$ cat src/rtl/fetch_stage.sv
// fetch_stage: instruction fetch with PC register, IF/ID register, a one-entry
// hold buffer for responses that arrive while decode is stalled, and a drop
// state that absorbs a response still owed to memory after a redirect.
// Optional: define FETCH_PERF_EN to add the perf_stall_cnt output (cycles with
// stall asserted or a bubble written into IF/ID, saturating).
module fetch_stage #(
    parameter logic [31:0] RESET_PC = 32'h0000_0000
) (
    input  logic        clk,
    input  logic        rst_n,
    input  logic        stall,
    input  logic        flush,
    input  logic [31:0] branch_target,
    output logic        imem_req,
    output logic [31:0] imem_addr,
    input  logic        imem_ready,
    input  logic [31:0] imem_rdata,
    output logic [31:0] if_id_instr,
    output logic [31:0] if_id_pc_plus4,
    output logic        if_id_valid
`ifdef FETCH_PERF_EN
    ,
    output logic [31:0] perf_stall_cnt
`endif
);

    typedef enum logic [1:0] {
        S_FETCH = 2'd0,
        S_HOLD  = 2'd1,
        S_DROP  = 2'd2
    } state_t;

    state_t      state_q, state_d;
    logic [31:0] pc_q, pc_d;
    logic [31:0] drop_addr_q, drop_addr_d;
    logic [31:0] hold_instr_q, hold_instr_d;
    logic [31:0] hold_pc4_q, hold_pc4_d;
    logic        hold_vld_q, hold_vld_d;
    logic [31:0] if_instr_q, if_instr_d;
    logic [31:0] if_pc4_q, if_pc4_d;
    logic        if_vld_q, if_vld_d;

    // Request intent before reset gating; flops ignore D while in reset, so the
    // acceptance term can use this ungated version.
    logic        req_raw;
    logic        accept;
    logic [31:0] pc_plus4;

    assign pc_plus4 = pc_q + 32'd4;  // 32-bit modulo, 0xFFFF_FFFC wraps to 0

    // Request outputs: held low while reset is asserted so an abandoned request
    // drops immediately, and raised in the first cycle after release.
    always_comb begin
        req_raw   = 1'b0;
        imem_addr = pc_q;
        case (state_q)
            S_FETCH: begin
                req_raw   = 1'b1;
                imem_addr = pc_q;
            end
            S_HOLD: begin
                req_raw   = 1'b0;
                imem_addr = pc_q;
            end
            S_DROP: begin
                // Keep the abandoned address stable until memory answers.
                req_raw   = 1'b1;
                imem_addr = drop_addr_q;
            end
            default: begin
                req_raw   = 1'b0;
                imem_addr = pc_q;
            end
        endcase
        imem_req = req_raw & rst_n;
    end

    assign accept = req_raw & imem_ready;

    // Next-state, PC, hold buffer and IF/ID update; flush outranks stall.
    always_comb begin
        state_d      = state_q;
        pc_d         = pc_q;
        drop_addr_d  = drop_addr_q;
        hold_instr_d = hold_instr_q;
        hold_pc4_d   = hold_pc4_q;
        hold_vld_d   = hold_vld_q;
        if_instr_d   = if_instr_q;
        if_pc4_d     = if_pc4_q;
        if_vld_d     = if_vld_q;

        case (state_q)
            S_FETCH: begin
                if (flush) begin
                    pc_d       = branch_target;
                    if_instr_d = 32'h0;
                    if_vld_d   = 1'b0;
                    hold_vld_d = 1'b0;
                    if (!accept) begin
                        // Memory still owes us a word for pc_q; swallow it.
                        drop_addr_d = pc_q;
                        state_d     = S_DROP;
                    end
                end else if (accept) begin
                    pc_d = pc_plus4;
                    if (stall) begin
                        hold_instr_d = imem_rdata;
                        hold_pc4_d   = pc_plus4;
                        hold_vld_d   = 1'b1;
                        state_d      = S_HOLD;
                    end else begin
                        if_instr_d = imem_rdata;
                        if_pc4_d   = pc_plus4;
                        if_vld_d   = 1'b1;
                    end
                end else if (!stall) begin
                    // No word this cycle: present a bubble, keep pc_plus4.
                    if_instr_d = 32'h0;
                    if_vld_d   = 1'b0;
                end
            end

            S_HOLD: begin
                if (flush) begin
                    pc_d       = branch_target;
                    if_instr_d = 32'h0;
                    if_vld_d   = 1'b0;
                    hold_vld_d = 1'b0;
                    state_d    = S_FETCH;
                end else if (!stall) begin
                    if_instr_d = hold_instr_q;
                    if_pc4_d   = hold_pc4_q;
                    if_vld_d   = hold_vld_q;
                    hold_vld_d = 1'b0;
                    state_d    = S_FETCH;
                end
            end

            S_DROP: begin
                if (flush) begin
                    pc_d       = branch_target;
                    if_instr_d = 32'h0;
                    if_vld_d   = 1'b0;
                    hold_vld_d = 1'b0;
                end else if (!stall) begin
                    if_instr_d = 32'h0;
                    if_vld_d   = 1'b0;
                end
                // The owed response is discarded; resume fetching at pc_q.
                if (accept) begin
                    state_d = S_FETCH;
                end
            end

            default: begin
                state_d    = S_FETCH;
                hold_vld_d = 1'b0;
            end
        endcase
    end

    // State, PC and hold buffer registers.
    always_ff @(posedge clk or negedge rst_n) begin
        if (!rst_n) begin
            state_q      <= S_FETCH;
            pc_q         <= RESET_PC;
            drop_addr_q  <= RESET_PC;
            hold_instr_q <= 32'h0;
            hold_pc4_q   <= 32'h0;
            hold_vld_q   <= 1'b0;
        end else begin
            state_q      <= state_d;
            pc_q         <= pc_d;
            drop_addr_q  <= drop_addr_d;
            hold_instr_q <= hold_instr_d;
            hold_pc4_q   <= hold_pc4_d;
            hold_vld_q   <= hold_vld_d;
        end
    end

    // IF/ID pipeline register presented to decode.
    always_ff @(posedge clk or negedge rst_n) begin
        if (!rst_n) begin
            if_instr_q <= 32'h0;
            if_pc4_q   <= 32'h0;
            if_vld_q   <= 1'b0;
        end else begin
            if_instr_q <= if_instr_d;
            if_pc4_q   <= if_pc4_d;
            if_vld_q   <= if_vld_d;
        end
    end

    assign if_id_instr    = if_instr_q;
    assign if_id_pc_plus4 = if_pc4_q;
    assign if_id_valid    = if_vld_q;

`ifdef FETCH_PERF_EN
    logic [31:0] perf_q, perf_d;
    logic        perf_event;

    function automatic logic [31:0] sat_inc(input logic [31:0] v);
        return (v == 32'hFFFF_FFFF) ? v : v + 32'd1;
    endfunction

    // A bubble is any IF/ID load without a valid word: flush, or an unstalled
    // cycle whose new IF/ID content is invalid.
    always_comb begin
        perf_event = stall | flush | (~stall & ~if_vld_d);
        perf_d     = perf_event ? sat_inc(perf_q) : perf_q;
    end

    // Stall/bubble cycle counter.
    always_ff @(posedge clk or negedge rst_n) begin
        if (!rst_n) begin
            perf_q <= 32'h0;
        end else begin
            perf_q <= perf_d;
        end
    end

    assign perf_stall_cnt = perf_q;
`endif

endmodule

$ cat config.mk
export PLATFORM = sky130hd
export DESIGN_NAME = fetch_stage
export DESIGN_NICKNAME = d
export VERILOG_FILES = /design/src/rtl/fetch_stage.sv
export SDC_FILE = /design/constraint.sdc
export NUM_CORES = 1
export LEC_CHECK = 0
export CAP_MARGIN = 20
export CORE_ASPECT_RATIO = 2
export CORE_MARGIN = 5
export CORE_UTILIZATION = 47
export DETAILED_ROUTE_END_ITERATION = 10
export GPL_TIMING_DRIVEN = 0
export MAX_ROUTING_LAYER = met4
export PLACE_DENSITY = 0.75
export SLEW_MARGIN = 20
export SYNTH_ARGS = -nofsm -noshare
export SYNTH_HDL_FRONTEND = slang
export SYNTH_SLANG_ARGS = --single-unit
$ cat constraint.sdc
create_clock -name clk -period 5.6 [get_ports clk]
set_input_delay 0.84 -clock clk [delete_from_list [all_inputs] [get_ports clk]]
set_output_delay 0.84 -clock clk [all_outputs]
set_load 0.02 [all_outputs]
==> results of run 1 <==
==> report_power, final <==
| group | internal [mW] | total [mW] | switching (mW) |
|---|---|---|---|
| clock network | 0.689 | 1.21 | 0.520 |
| logic | 1.52 | 3.41 | 1.89 |
| registers | 2.06 | 2.48 | 0.424 |
==> state kept, by name, summed over array words and instances (netlist names) <==
signal,flops
if_id_valid,1
if_id_instr,32
drop_addr_q,32
hold_instr_q,32
pc_q,32
if_id_pc_plus4,32
hold_vld_q,1
hold_pc4_q,32
state_q,2
==> how the worst max path moves through the flow <==
stage,slack (ps),depth (start not counted),end,start
6_report,1270,6,imem_addr[21],state_q[0]
3_3_place_gp,-4620,1,if_id_instr[24],rst_n
2_1_floorplan,2970,5,imem_addr[20],state_q[0]
3_5_place_dp,1750,6,imem_addr[21],state_q[0]
4_1_cts,1270,6,imem_addr[21],state_q[0]
5_1_grt,1150,6,imem_addr[21],state_q[0]
==> cell usage in the layout (no fill, tap or decap), drive strengths merged, types with 4 or more instances in the layout <==
| master | instances |
|---|---|
| mux2i | 16 |
| clkbuf | 68 |
| nand2 | 113 |
| mux2 | 97 |
| xor2 | 15 |
| ha | 5 |
| a2bb2oi | 11 |
| nand4b | 4 |
| or3 | 5 |
| and4 | 6 |
| inv | 10 |
| nor4 | 4 |
| o22ai | 14 |
| clkdlybuf4s50 | 165 |
| buf | 32 |
| nand3 | 17 |
| nor3 | 7 |
| a22oi | 36 |
| nor2 | 25 |
| and3 | 28 |
| clkinv | 4 |
| nand4 | 14 |
| a21oi | 47 |
| dfrtp | 196 |
| a31oi | 4 |
| xnor2 | 12 |
| o21ai | 111 |
| and2 | 6 |
==> through the flow <==
step / instances / TNS [ps] / utilization
finish: 1365 / 0 / 0.609
global route: 1365 / 0 / 0.609
CTS: 1364 / 0 / 0.609
detailed placement: 1334 / 0 / 0.579
global placement: 1332 / -905140 / 0.576
floorplan: 904 / 0 / -
==> per-layer routing <==
layer	GRT usage	routed length [um]	up-vias
met5	-	0	-
met4	0.141	1550	0
li1	-	-	3612
met1	0.261	9660	3756
met3	0.0291	1140	88
met2	0.434	14600	274
==> cell families (layout without fill, tap and decap cells) <==
family,after synthesis,after routing,share of synthesized area
muxes,113,113,0.133
DFF,196,196,0.520
other,0,1,0
AOI/OAI and AO/OA,241,241,0.151
buffers and inverters,85,283,0.0386
and+or+nand+nor,237,237,0.126
adders and majority gates,5,5,0.00663
xor gates and xnor gates,27,27,0.0251
==> cell type report <==
class	instances	area, sq um	share of cell area
clock buffers	22	474	0.0393
repair buffers	168	1720	0.143
multi-input cells	623	4170	0.345
clock inverters	8	103	0.00850
diodes	1	2.50	0.000207
inverters	10	37.5	0.00311
flip-flops and latches	196	4900	0.407
well taps	262	328	0.0272
plain buffers	75	327	0.0271
==> key figures, run 1 <==
Status
  – Status: completed

Timing
  – RSZ-0062 raised after global routing: no
  – Tmin final: 4330 ps
  – Slew at the pin closest to its max-slew limit: 857 ps
  – Slew Limit Fails: 0
  – Achievable Freq: 0.231 GHz
  – Count of endpoints failing setup in the final report: 0
  – Final period utilization: 0.773
  – Skew final: 7.98 ps
  – Final Hold Fails: 0
  – Worst Setup Slack, final: 1270 ps
  – Min Hold Slack: 308 ps
  – Worst slew margin: 0.426

Global routing
  – Gr ovfl total: 0
  – Largest net degree at the start of global routing: 93
  – Tot GR Track Use: 0.247
  – Vias in the first global route: 8003
  – Initial antenna violation count: 1
  – First-pass GRT wire length: 42700 um

Final layout
  – Nets@finish: 1165
  – Fraction of layout cells with a size suffix above 1: 0.151
  – Area Overhead vs Synth: 27.9%
  – Fin area: 12100 sq um
  – Fillers: 1698

Pwr
  – Total power: 7.10 mW
  – VDD IR max: 0.000308 V
  – Power Dens Cells: 589 nW/um^2
  – Static leakage: 5.08 nW

Clocking
  – Post-CTS Hold Fix Bufs: 0
  – Post-CTS resize count: 0
  – Clk buf depth: 2
  – Worst skew pair latency: 430 ps
  – Postcts setup bufs: 0
  – CTS Root Cell: clkbuf_16
  – CTS buffer count: 17
  – CTS sink cnt: 196
  – H-tree levels: 4
  – Worst-path clk slew: 70 ps
  – CTS tree: yes

Drt
  – DRT Pass-1 Iters: 5
  – Vias per inst: 5.66
  – DR iter-0 viols: 503
  – Number of remaining DRC errors: 0
  – Vias: 7730
  – Detailed Route WL: 26900 um
  – WL/cell: 19.7 um
  – Routed Antenna Nets: 0

Placed design
  – GP Congestion: 0.937
  – Post-place setup slack: 1750 ps
  – IO Port Bufs: 166
  – Placed Area: 11500 sq um
  – Hpwl dp: 20700 um

Worst setup path
  – Worst r2r path cells: 7
  – CP Capture Type: output port
  – Kind of critical path: flip-flop to output port
  – Startpoint Class: flip-flop
  – Crit Reg-Reg Endpoint: pc_q[15]
  – Worst-path fanout max: 10
  – Critical Path RT: 4760 ps
  – CP top delay family: buffers and inverters
  – Slowest stage cell, crit path: clkbuf_1
  – CP cell instances: inv_1, ha_1, buf_1, clkbuf_1, mux2_2, clkdlybuf4s50_1
  – R2R setup slack: 2870 ps
  – Reg-to-Reg Start: state_q[0]
  – Worst Path Arrival: 3490 ps
  – CP bufs+invs: 4
  – CP peak stage delay: 660 ps

Synthesis
  – Net count of the mapped netlist: 978
  – Post-synthesis average cell area: 10.4 sq um
  – Async SR Flop Fraction: 1.00
  – Yosys top cell area share: 0.520
  – Count leader, synth: dfrtp_1
  – Ys Warns: 0
  – Most frequent cells after synthesis: dfrtp_1 (196), nand2_1 (113), o21ai_0 (106)
  – Cell Area, Synth: 9440 sq um
  – Top cells by area, synth: dfrtp_1 (52%), mux2_2 (12%), o21ai_0 (5.6%), nand2_1 (4.5%), a22oi_1 (2.9%)
  – Synthesized instance count: 904
  – Synth Register Bits: 196
  – Yosys top cell by area: dfrtp_1
  – Number of flops mapped to enable cells by yosys: 0
  – Ys flop type: dfrtp_1
  – Post-synth cell types: 54
  – Sequential area share after synthesis: 0.520

Floorplan
  – DIE HEIGHT: 210 um
  – IO Count: 167
  – Initial Utilization: 0.476
  – Core box area: 19800 sq um
  – Row cnt: 73
  – Die W: 110 um
  – Die area: 23200 sq um

Hold path
  – Hold Path Class: input pin to async pin

Flow run
  – Max_cap viols: 0
Power figures use the tool's default switching activity.
==> run 2, diff against run 1 <==
Settings changed: PLACE_DENSITY 0.75 to 0.78.
Clock period 5.6 ns to 3.7 ns, I/O delays scaled along.
==> key figures, run 2 (synthesis results as in run 1) <==
Floorplan
  – Core box area: 19800 sq um
  – IO Count: 167
  – Row cnt: 73
  – Die W: 110 um
  – Die area: 23200 sq um
  – DIE HEIGHT: 210 um
  – Initial Utilization: 0.476

Final layout
  – Final Non-Filler Cells: 1366
  – Area Overhead vs Synth: 28.5%
  – Fin area: 12100 sq um
  – Final core occ: 0.612
  – Commonest non-fill, non-tap cell in the layout: dfrtp_1
  – Fillers: 1758
  – Fraction of layout cells with a size suffix above 1: 0.153
  – Nets@finish: 1166
  – N_diodes: 0
  – Commonest cells after routing, fill and taps aside: dfrtp_1 (196), clkdlybuf4s50_1 (165), nand2_1 (113)

Drt
  – WL/cell: 19.7 um
  – Vias per inst: 5.68
  – DR iter-0 viols: 466
  – Number of remaining DRC errors: 0
  – DRT Pass-1 Iters: 5
  – Routed Antenna Nets: 0
  – Vias: 7755
  – Detailed Route WL: 26900 um

Timing
  – Count of endpoints failing setup in the final report: 0
  – Slew Limit Fails: 0
  – Worst slew margin: 0.392
  – Final period utilization: 0.942
  – Final Hold Fails: 0
  – Setup_tns: 0 ps
  – Skew final: 8.39 ps
  – Worst Setup Slack, final: 214 ps
  – Min Hold Slack: 470 ps
  – Slew at the pin closest to its max-slew limit: 908 ps
  – RSZ-0062 raised after global routing: no
  – Tmin final: 3490 ps
  – Achievable Freq: 0.287 GHz

Placed design
  – IO Port Bufs: 166
  – Post-place setup slack: 154 ps
  – GP Congestion: 0.951
  – Placed Area: 11500 sq um
  – Dpl cells: 1334
  – Hpwl dp: 20800 um

Pwr
  – Gate power share: 0.474
  – Pint: 6.61 mW
  – VDD IR max: 0.000513 V
  – Register share of total power: 0.344
  – Clock power frac: 0.181
  – Total power: 10.9 mW
  – Switching power: 4.29 mW
  – Switching Share: 0.394
  – Static leakage: 5.12 nW
  – Power Dens Cells: 899 nW/um^2

Status
  – Status: completed

Worst setup path
  – R2R setup slack: 950 ps
  – Startpoint Class: flip-flop
  – Kind of critical path: flip-flop to output port
  – Worst Path Arrival: 2930 ps
  – Reg-to-Reg Start: state_q[0]
  – Worst-path fanout max: 10
  – Critical Path RT: 3140 ps
  – Crit Reg-Reg Endpoint: pc_q[25]
  – Worst r2r path cells: 8
  – CP Capture Type: output port

Hold path
  – Hold Path Class: flip-flop to flip-flop
  – Worst hold path startpoint: hold_pc4_q[30]
  – Hold Crit Depth: 2
  – Worst Hold End: hold_pc4_q[30]

Global routing
  – Initial antenna violation count: 0
  – Gr ovfl total: 0
  – Tot GR Track Use: 0.247
  – Largest net degree at the start of global routing: 100
  – First-pass GRT wire length: 42500 um
  – Vias in the first global route: 7997

Flow run
  – Max_cap viols: 0

Clocking
  – Worst-path clk slew: 70 ps
  – CTS Root Cell: clkbuf_16
  – CTS sink cnt: 196
  – CTS buffer count: 17
  – H-tree levels: 4
  – CTS tree: yes
  – Worst skew pair latency: 440 ps
  – Clk buf depth: 2
==> run 2: cell count changes in the layout (fill, tap and decap cells not counted) <==
cell and delta:
clkinv_4 -1, buf_1 -1, bufinv_16 +2, clkinv_2 +1, clkbuf_1 -1, diode_2 -1, dlygate4sd3_1 +1, clkinvlp_4 -1
clkbuf_2 +1, buf_2 +1
==> run 2: worst max-delay path, stage by stage, from the launching register on <==
cell and delay (ps):
dfrtp_1 400, inv_1 110, ha_1 290, buf_2 350
clkbuf_2 400, mux2_2 390, clkdlybuf4s50_1 540
==> run 2: layer usage <==
metal,vias to the layer above,track usage,part of all wire
met5,-,-,0
met4,0,0.136,0.055
met3,76,0.0420,0.039
met2,236,0.430,0.55
met1,3841,0.259,0.36
li1,3602,-,-
==> run 2: how the worst max path moves through the flow <==
stage,end,startpoint,depth (start not counted)
2_1_floorplan,imem_addr[20],state_q[0],5
3_3_place_gp,if_id_instr[27],rst_n,1
3_5_place_dp,imem_addr[21],state_q[0],6
4_1_cts,imem_addr[21],state_q[0],6
5_1_grt,imem_addr[30],state_q[0],7
6_report,imem_addr[21],state_q[0],6
==> run 2: cell type report <==
| cell class | count | area, sq um | share of cell area |
|---|---|---|---|
| multi-input combinational | 623 | 4170 | 0.344 |
| timing repair buffer | 169 | 1730 | 0.143 |
| buffer | 75 | 329 | 0.0271 |
| clock buffer | 22 | 474 | 0.0391 |
| clock inverter | 9 | 151 | 0.0125 |
| tap | 262 | 328 | 0.0270 |
| sequential | 196 | 4900 | 0.405 |
| inverter | 10 | 37.5 | 0.00310 |
==> run 2: power groups by stage <==
| stage | Clock (mW) | Combinational, mW | Sequential (mW) |
|---|---|---|---|
| 2_1_floorplan | 0 | 2.86 | 3.94 |
| 3_5_place_dp | 0 | 5.18 | 3.79 |
| 5_1_grt | 2.09 | 5.58 | 3.88 |
| 3_3_place_gp | 0 | 5.07 | 3.73 |
| 6_report | 1.98 | 5.17 | 3.75 |
| 4_1_cts | 2.00 | 5.20 | 3.75 |
==> run 2: repair_timing <==
| action | 4_1_cts | 5_1_grt |
|---|---|---|
| hold endpoints to repair | 26 | 0 |
| buffers inserted | 0 | 0 |
| endpoints found under the setup margin | 13 | 0 |
| resized for setup | 2 | 0 |
| hold buffers | 1 | 0 |
